===== config.mk =====
export PLATFORM = sky130hd
export DESIGN_NAME = sr_driver_flat
export DESIGN_NICKNAME = d
export VERILOG_FILES = /design/src/rtl/sr_driver_if.sv /design/src/rtl/sr_driver.sv /design/src/flat_wrapper.sv
export SDC_FILE = /design/constraint.sdc
export NUM_CORES = 1
export LEC_CHECK = 0
export CORE_MARGIN = 2
export CORE_UTILIZATION = 47
export DETAILED_ROUTE_END_ITERATION = 12
export PLACE_DENSITY = 0.76
export SETUP_SLACK_MARGIN = 0.15
export SLEW_MARGIN = 25
export SYNTH_ARGS = -nofsm -noshare
export SYNTH_HDL_FRONTEND = slang
export SYNTH_SLANG_ARGS = --single-unit

===== constraint.sdc =====
create_clock -name clk -period 1.6 [get_ports clk]
set_input_delay 0.24 -clock clk [delete_from_list [all_inputs] [get_ports clk]]
set_output_delay 0.24 -clock clk [all_outputs]
set_load 0.01 [all_outputs]

===== src/rtl/sr_driver_if.sv =====
// Command handshake into the SR flip-flop driver.
// Source drives tgt_valid/tgt; the driver answers with tgt_ready.
interface sr_driver_if;
  logic tgt_valid;
  logic tgt;
  logic tgt_ready;

  modport master (
    output tgt_valid,
    output tgt,
    input  tgt_ready
  );

  modport slave (
    input  tgt_valid,
    input  tgt,
    output tgt_ready
  );
endinterface


===== src/rtl/sr_driver.sv =====
// SR flip-flop driver: turns target bits into s/r pulses and
// confirms the result on q_fb; s and r are never high together.
module sr_driver #(
  parameter int HOLD_CYC = 1,
  parameter int CNT_W    = 8,
  parameter int SKIP_EQ  = 1
) (
  input  logic             clk,
  input  logic             rst,
  sr_driver_if.slave       cmd,
  input  logic             q_fb,
  output logic             s,
  output logic             r,
  output logic             busy,
  output logic             done,
  output logic             err,
  output logic [CNT_W-1:0] err_cnt
);

  localparam int HOLD_EFF = (HOLD_CYC < 1) ? 1 : HOLD_CYC;
  localparam int HW = $clog2(HOLD_EFF + 1);
  localparam logic [HW-1:0] HMAX = HW'(HOLD_EFF);

  typedef enum logic [1:0] {
    IDLE,
    DRIVE,
    SETTLE,
    CHECK
  } state_t;

  state_t state, state_d;
  logic s_d, r_d;
  logic tgt_q, tgt_q_d;
  logic [HW-1:0] hcnt, hcnt_d;
  logic [CNT_W-1:0] cnt_d;
  logic accept;

  assign cmd.tgt_ready = (state == IDLE) & ~rst;
  assign accept = cmd.tgt_valid & cmd.tgt_ready;
  assign busy = (state != IDLE) & ~rst;
  assign done = (state == CHECK) & ~rst;
  assign err = done & (q_fb ^ tgt_q);

  always_comb begin
    state_d = state;
    s_d = s;
    r_d = r;
    hcnt_d = hcnt;
    tgt_q_d = tgt_q;
    cnt_d = err_cnt;
    unique case (state)
      IDLE: begin
        if (accept) begin
          tgt_q_d = cmd.tgt;
          if (SKIP_EQ != 0 && q_fb == cmd.tgt) begin
            state_d = CHECK;
            s_d = 1'b0;
            r_d = 1'b0;
          end else begin
            state_d = DRIVE;
            s_d = cmd.tgt;
            r_d = ~cmd.tgt;
            hcnt_d = HW'(1);
          end
        end
      end
      DRIVE: begin
        // hcnt counts excitation cycles already on the wire
        if (hcnt == HMAX) begin
          state_d = SETTLE;
          s_d = 1'b0;
          r_d = 1'b0;
          hcnt_d = '0;
        end else begin
          hcnt_d = hcnt + 1'b1;
        end
      end
      SETTLE: begin
        state_d = CHECK;
      end
      CHECK: begin
        state_d = IDLE;
        if (err && !(&err_cnt)) begin
          cnt_d = err_cnt + 1'b1;
        end
      end
      default: begin
        state_d = IDLE;
        s_d = 1'b0;
        r_d = 1'b0;
      end
    endcase
  end

  always_ff @(posedge clk) begin
    if (rst) begin
      state <= IDLE;
      s <= 1'b0;
      r <= 1'b0;
      hcnt <= '0;
      tgt_q <= 1'b0;
      err_cnt <= '0;
    end else begin
      state <= state_d;
      s <= s_d;
      r <= r_d;
      hcnt <= hcnt_d;
      tgt_q <= tgt_q_d;
      err_cnt <= cnt_d;
    end
  end

endmodule


===== src/flat_wrapper.sv =====
// flat-port wrapper written by rule: the top's interface ports become plain ports
module sr_driver_flat 
#(
  parameter int HOLD_CYC = 1,
  parameter int CNT_W    = 8,
  parameter int SKIP_EQ  = 1
)
  (clk, rst, q_fb, s, r, busy, done, err, err_cnt, cmd_tgt_valid, cmd_tgt, cmd_tgt_ready);
  sr_driver_if cmd_i ();
  input  logic clk;
  input  logic rst;
  input  logic q_fb;
  output logic s;
  output logic r;
  output logic busy;
  output logic done;
  output logic err;
  output logic [CNT_W-1:0] err_cnt;
  input wire logic [$bits(cmd_i.tgt_valid)-1:0] cmd_tgt_valid;
  input wire logic [$bits(cmd_i.tgt)-1:0] cmd_tgt;
  output wire logic [$bits(cmd_i.tgt_ready)-1:0] cmd_tgt_ready;
  assign cmd_i.tgt_valid = cmd_tgt_valid;
  assign cmd_i.tgt = cmd_tgt;
  assign cmd_tgt_ready = cmd_i.tgt_ready;
  sr_driver #(.HOLD_CYC(HOLD_CYC), .CNT_W(CNT_W), .SKIP_EQ(SKIP_EQ)) u_core (.clk(clk), .rst(rst), .cmd(cmd_i), .q_fb(q_fb), .s(s), .r(r), .busy(busy), .done(done), .err(err), .err_cnt(err_cnt));
endmodule

# After elaboration in Yosys (flattened, before gate mapping)

Cells that the tools add are included.

Register bits: 14
Output and inout port bits: 14
Input bits: 5

Equal/unequal tests: 7
Bitwise gates (word level): 8
Add/sub/neg operators: 2
Reduce and logical (&&, ||, !) cells: 11
Multiplexer cells: 15

Operator list:

| operator                                            | count |
|---|---|
| adder 8 x 1 -> 8 bit, second input constant         | 1 |
| 2-to-1 mux 1 bit                                    | 8 |
| one-hot mux 2 bit (4 select lines)                  | 1 |
| AND reduction 8 bit                                 | 1 |
| 2-to-1 mux 2 bit                                    | 3 |
| one-hot mux 1 bit (2 select lines)                  | 3 |
| AND reduction 2 bit                                 | 3 |
| AND reduction 3 bit                                 | 2 |
| bitwise AND 1 bit                                   | 5 |
| equality test 2 bit, second input constant          | 2 |
| != test 2 x 1 -> 1 bit, second input constant       | 2 |
| nonzero test 2 bit                                  | 2 |
| equality test 2 x 1 -> 1 bit, second input constant | 1 |
| zero test 2 bit                                     | 1 |
| != test 2 bit, second input constant                | 1 |
| inverter 1 bit                                      | 2 |
| adder 1 bit, second input constant                  | 1 |
| equality test 1 bit                                 | 1 |
| logical AND 1 bit                                   | 1 |
| zero test 1 bit                                     | 1 |
| bitwise XOR 1 bit                                   | 1 |

# Longest topological paths before layout

Word-level depth: 5
Depth in mapped cells: 6

# Worst setup path after synthesis

Ideal clock, no wire load.

Path kind: reg-to-reg
Start point: reg u_core.err_cnt[0]
End point: reg u_core.err_cnt[6]
Stages on the path, launching flop included: 7
Buffers on the path: 1
Library setup time: 70 ps
Setup slack: 146 ps
Clock period less this slack: 1454 ps
Data required time: 1530 ps
Arrival time: 1384 ps
Cell sequence: dfxtp_1 ha_1 nand3_1 o211ai_2 buf_6 or3_1 a21oi_1

Longest elaborated chain between the ends: 4

RTL lines:

| item                                                         | line             | source |
|---|---|---|
| start: declaration                                           | sr_driver.sv:17  | `output logic [CNT_W-1:0] err_cnt` |
| start signal: assignment                                     | sr_driver.sv:109 | `err_cnt <= cnt_d;` |
| branches (longest 4 deep; another with adder 8 x 1 -> 8 bit) | --               |  |

Parallel ways; which one is timed is not known.
A chain may end at the register's enable or synchronous reset.

# Worst setup path in the final report

Start point: reg u_core.state[0]
End point: out done

Longest elaborated chain between the ends: 2

RTL lines:

| item                     | line               | source |
|---|---|---|
| start: declaration       | sr_driver.sv:31    | `state_t state, state_d;` |
| start signal: assignment | sr_driver.sv:104   | `state <= state_d;` |
| equality test 2 bit      | sr_driver.sv:41    | `assign done = (state == CHECK) & ~rst;` |
| bitwise AND 1 bit        | sr_driver.sv:41    |  |
| end: declaration         | flat_wrapper.sv:16 | `output logic done;` |

No other way between the ends.

==> impl_metrics.py <==
metrics = {
    "layout": {
        "multi_input_area_um2": 543.0,
        "drive_above_1_share_pct": 44.44,
        "regArea_um2": 295.3,
        "fill_cells": 91,
        "final_cells": 151,
        "area_growth_pct": 60.81,
        "final_util_pct": 83.28,
        "mostFrequentLayoutCells": "buf_4, dfxtp_2, inv_1, dlygate4sd2_1, nor2_1",
        "final_nets": 149,
        "n_antenna_cell": 0,
        "layout_commonest_cell": "buf_4",
    },
    "cts": {
        "cts.path.max_buffers": 2,
        "htreeDepth": 1,
        "cts-root-buf": "clkbuf_4",
        "cts_tree": "built",
        "path_clk_slew_ns": 0.09,
        "worstSkewPairLatency_ns": 0.29,
        "cts-buffers-inserted": 3,
        "cts.sinks": 14,
    },
    "drt": {
        "wl_met2_um": 1096,
        "wl_met1_um": 918,
        "vias": 817,
        "routed_wl_um": 2178,
        "route.met3.wl_um": 103,
        "first_pass_iters": 4,
        "ant_nets": 0,
        "drc": 0,
        "wire_per_inst_um": 14.42,
        "drt_iter0_drc": 26,
        "vias_per_cell": 5.411,
        "dr.max_layer_used": "met4",
    },
    "critical_path": {
        "crit_path_top_delay_cell": "dfxtp_2",
        "slowest_delay_ns": 0.34,
        "r2r-end": "u_core.err_cnt[2]",
        "cp_cell_sequence": "ha_1 > nor2b_4 > buf_4 > buf_4 > buf_2",
        "cp.arrival_ns": 1.32,
        "startpoint": "u_core.state[0]",
        "r2r_slack_ns": 0.06,
        "cp_common_cell": "buf_4",
        "start_kind": "flop",
        "required_ns": 1.36,
        "r2r-start": "u_core.state[1]",
        "r2r_cells": 7,
        "worstSetupPathType": "flop to output pin",
        "crit_fanout": 3,
        "endpoint_kind": "output pin",
    },
    "global_route": {
        "grt-ovfl-total": 0,
        "grt_antenna_before_repair": 0,
        "grt_max_degree": 12,
        "grt_pass1_wl_um": 3291,
        "grt_pass1_vias": 756,
        "track_usage_pct": 22.98,
    },
    "floorplan": {
        "coreArea_um2": 1541,
        "die_h_um": 45.21,
        "rows": 14,
        "num_io_pins": 19,
        "die-area_um2": 2044,
        "die_x_um": 45.21,
        "initial_core_util_pct": 51.79,
    },
    "synthesis": {
        "syn_nets": 105,
        "syn_area_um2": 798.3,
        "synthDistinctLibCells": 28,
        "syn_area_per_cell_um2": 8.677,
        "yosys_warnings": 0,
        "synth_cells": 92,
        "synth-seq-area-share_pct": 35.11,
        "ys_seq_elements": 14,
    },
    "sta": {
        "setup_viol": 0,
        "period_share_pct": 97.67,
        "fin_hold_ws_ns": 0.4745,
        "max_slew_margin_pct": 83.78,
        "rsz0062_at_grt": "true",
        "tns_ns": 0,
        "worstMarginPinSlew_ns": 0.2408,
        "fmax_mhz": 639.9,
        "drv_slew": 0,
        "hold_viol": 0,
        "min_period_ns": 1.563,
        "skew_ns": 0.006440,
    },
    "placement": {
        "dp.cells": 140,
        "io_buffers": 18,
        "gp_congestion": 0.7788,
        "dp_hpwl_um": 1399,
    },
    "min_path": {
        "hold_end": "u_core.r",
        "min_path_cells": 2,
        "min_path_type": "flop to flop",
        "hold_start": "u_core.r",
    },
    "power_and_ir_drop": {
        "p_total_mw": 1.433,
        "p_leak_nw": 0.6394,
        "powerDensity_nw_per_um2": 1116,
        "vdd_drop_max_mv": 1.017,
    },
    "outcome": {
        "status": "finished, final reports clean",
    },
    "run": {
        "maxCapViolCount": 0,
    },
}
[layout make-up]
class	instances	area share (%)
Clock buffer	4	2.827
Timing Repair Buffer	42	27.97
Tap cell	16	1.559
Inverter	8	2.339
Multi-Input combinational cell	67	42.30
Sequential cell	14	23.00
[worst max-delay path: cells and delay by family, from the launching register on]
kind	cells	cell delay [ns]
adders and majority gates	1	0.19
buffers and inverters	3	0.37
DFF	1	0.34
and+or+nand+nor	1	0.14
[layer usage]
metal  vias up  track usage, %
met5         -               0
met4         0           11.18
met3         7           7.200
met2        21           36.86
met1       376           27.65
li1        413               -
[per-stage QoR]
stage | area [um^2] | worst slack, ns
6_report | 1284 | 0.03720
5_1_grt | 1284 | -0.02401
4_1_cts | 1175 | 0.06573
3_5_place_dp | 1102 | -0.2384
3_3_place_gp | 1102 | -0.2283
2_1_floorplan | 800.8 | 0.1542
[power breakdown]
group	internal [mW]	leakage [nW]	switching, mW
clock network	0.139	0.0210	0.124
logic	0.382	0.500	0.359
registers	0.394	0.119	0.0363
[registers in the layout, summed over array words and instances, names as in the netlist]
| name | flops |
|---|---|
| u_core.hcnt | 1 |
| u_core.tgt_q | 1 |
| u_core.err_cnt | 8 |
| u_core.s | 1 |
| u_core.state | 2 |
| u_core.r | 1 |
[cell usage after synthesis, drive strengths merged]
library cell  instances  area [um^2]
o21ai                 7        35.03
xor2                  3        33.79
and2                  2        13.77
and3                  1        6.260
o31ai                 1        7.510
nand3                 4        20.02
a21oi                 8        40.04
o211ai                1        12.51
nor2                  6        22.52
a311oi                1        8.760
or4                   1        7.510
or3                   4        26.28
nor2b                 3        26.27
inv                   8        30.03
o22ai                 1        6.260
dfxtp                14        280.3
nand4                 4        25.02
nand2                 4        15.01
buf                   2        22.52
nor3                  3        15.01
clkbuf                1        3.750
ha                    8        100.1
mux2i                 1        10.01
a211oi                4        30.03
[cells by family (layout without fill, tap and decap cells)]
logic type / count (synthesis) / after routing / share of synthesized area [%]
mux: 1 / 1 / 1.254
xor+xnor: 3 / 3 / 4.233
flops: 14 / 14 / 35.11
simple gates: 32 / 32 / 22.26
fa+ha+maj: 8 / 8 / 12.54
buf+inv: 11 / 54 / 7.053
compound gates: 23 / 23 / 17.56
[worst max path at each step]
stage	endpoint	cells after the start
global placement	err	4
detailed placement	u_core.err_cnt[3]	7
global route	u_core.err_cnt[2]	7
CTS	cmd_tgt_ready	5
floorplan	u_core.err_cnt[6]	6
finish	done	5
[timing repair]
item / in CTS / in global routing
endpoints found under the hold margin: 0 / 0
resized for setup: 39 / 19
buffers inserted: 1 / 6
setup endpoints to repair: 22 / 18
pin swaps: 3 / 6
hold buffers: 0 / 0
Power figures use the tool's default switching activity.
==> variant: new RTL, same settings <==
`SKIP_EQ` is set to 1 in 2 places; all go to 0.
--- a/src/rtl/sr_driver.sv
+++ b/src/rtl/sr_driver.sv
@@ -5,3 +5,3 @@
   parameter int CNT_W    = 8,
-  parameter int SKIP_EQ  = 1
+  parameter int SKIP_EQ  = 0
 ) (
--- a/src/flat_wrapper.sv
+++ b/src/flat_wrapper.sv
@@ -5,3 +5,3 @@
   parameter int CNT_W    = 8,
-  parameter int SKIP_EQ  = 1
+  parameter int SKIP_EQ  = 0
 )
Check against the original RTL: not equivalent (Yosys sat finds a counterexample within 4 cycles, from zero or initial values and one cycle with rst high).
==> variant against the unedited design <==
Critical path type unchanged; fmax up 7.5%; setup slack improved by 0.11 ns; design area shrank 5.8%; area after synthesis is 4.1% lower; via count fell by 6.7%; largest cell class unchanged; power is 12% lower; sequential cell count unchanged; wire length shrank 14%.
==> variant: results (changes against the unedited design) <==
| Metric | Value |
|---|---|
| Outcome | finished, final reports clean (unchanged) |
| Routed wire length | 1870 µm (was 2180 µm) |
| Nets | 134 (was 149) |
| Post-DP HPWL | 1350 µm (was 1400 µm) |
| GR Util All Layers | 21.0% (was 23.0%) |
| Root buffer cell | clkbuf_4 (unchanged) |
| Pre-CTS WS | -0.223 ns (was -0.238 ns) |
| Relative slew slack | 78.6% (was 83.8%) |
| Mapped Nets | 99 (was 105) |
| Clock Latency Late Sink | 0.30 ns |
| Max Root-Sink Buffers | 2 (unchanged) |
| Critical-path maximum fanout | 3 (unchanged) |
| WP data arrival | 1.21 ns (was 1.32 ns) |
| Biggest cell delay along the critical path | 0.38 ns (was 0.34 ns) |
| Post-CTS sizing | 38 (was 39) |
| Register area share after synthesis | 36.6% (was 35.1%) |
| Hold Violations, Final | 0 (unchanged) |
| Share of layout cells above drive strength 1 | 40.2% (was 44.4%) |
| 1st-iter DRT viols | 13 (was 26) |
| Combinational cell power | 0.000538 W (was 0.000740 W) |
| Clk network pwr share | 21.0% (was 18.3%) |
| Largest net degree at the start of global routing | 11 (was 12) |
| First-pass DRT Iterations | 4 (unchanged) |
| Worst Skew | 0.0134 ns (was 0.00644 ns) |
| Vias in the first global route | 694 (was 756) |
| Syn Inst Count | 88 (was 92) |
| Leak | 0.557 nW (was 0.639 nW) |
| Commonest cells post-synth | 14 x dfxtp_1, 8 x nor2_1, 7 x a21oi_1, 7 x nand2_1 (was 14 x dfxtp_1, 8 x a21oi_1, 8 x ha_1, 8 x inv_1, 7 x o21ai_0) |
| Vias | 762 (was 817) |
| Crit-path slowest cell | dfxtp_4 (was dfxtp_2) |
| First-pass GRT wire length | 3000 µm (was 3290 µm) |
| Delay-heaviest family, CP | flip-flops (was buffers and inverters) |
| Post-CTS Setup Bufs | 2 (was 1) |
| Vias/cell | 5.52 (was 5.41) |
| Cell variety after synth | 33 (was 28) |
| Synth top area cells | dfxtp_1 37%, ha_1 9.8%, a21oi_1 4.6% (was dfxtp_1 35%, ha_1 13%, a21oi_1 5.0%) |
| Routability cong. | 0.795 (was 0.779) |
| IR drop worst, VDD | 0.933 mV (was 1.02 mV) |
| Pint | 0.000812 W (was 0.000914 W) |
==> variant: cells by family after synthesis <==
family	after synthesis	share of synthesized area, %
adder cells (fa/ha/maj)	6	9.80
AND/OR/NAND/NOR	34	23.5
XOR/XNOR	2	3.27
buffers and inverters	9	4.57
multiplexers	2	2.78
flip-flops	14	36.6
AO/OA/AOI/OAI	21	19.4
==> variant: final cells by class <==
cell class                 instances  area, µm²
clock buffer                       4       36.3
tap                               16       20.0
fill                             108        314
sequential                        14        304
timing repair buffer              33        284
multi-input combinational         65        543
inverter                           6       22.5
==> variant: per-stage QoR <==
step | utilization [%] | setup TNS, ns | instance area [µm²] | total power [W] | hold WS, ns
2_1_floorplan | - | 0 | 771 | 0.000703 | 0.380
3_3_place_gp | 67.8 | -1.44 | 1030 | 0.000881 | 0.461
3_5_place_dp | 67.8 | -1.49 | 1030 | 0.000896 | 0.474
4_1_cts | 73.8 | 0 | 1120 | 0.00120 | 0.487
5_1_grt | 79.4 | 0 | 1210 | 0.00133 | 0.506
6_report | 79.4 | 0 | 1210 | 0.00126 | 0.488
==> variant: layer usage <==
metal	global-route usage, %	part of all wire (%)	up-vias
li1	-	-	384
met1	24.4	43	352
met2	36.5	51	22
met3	6.12	4.4	4
met4	7.27	1.6	0
met5	0	0	-
==> variant: path summary, 6_finish.rpt <==
| kind | cells after the start | to | start | slack, ns |
|---|---|---|---|---|
| setup reg to reg | 6 | u_core.err_cnt[7] | u_core.state[0] | 0.15 |
| setup / recovery | 4 | err | u_core.state[0] | 0.15 |
| hold reg to reg | 1 | u_core.err_cnt[6] | u_core.err_cnt[6] | 0.49 |
| hold / removal | 1 | u_core.err_cnt[6] | u_core.err_cnt[6] | 0.49 |
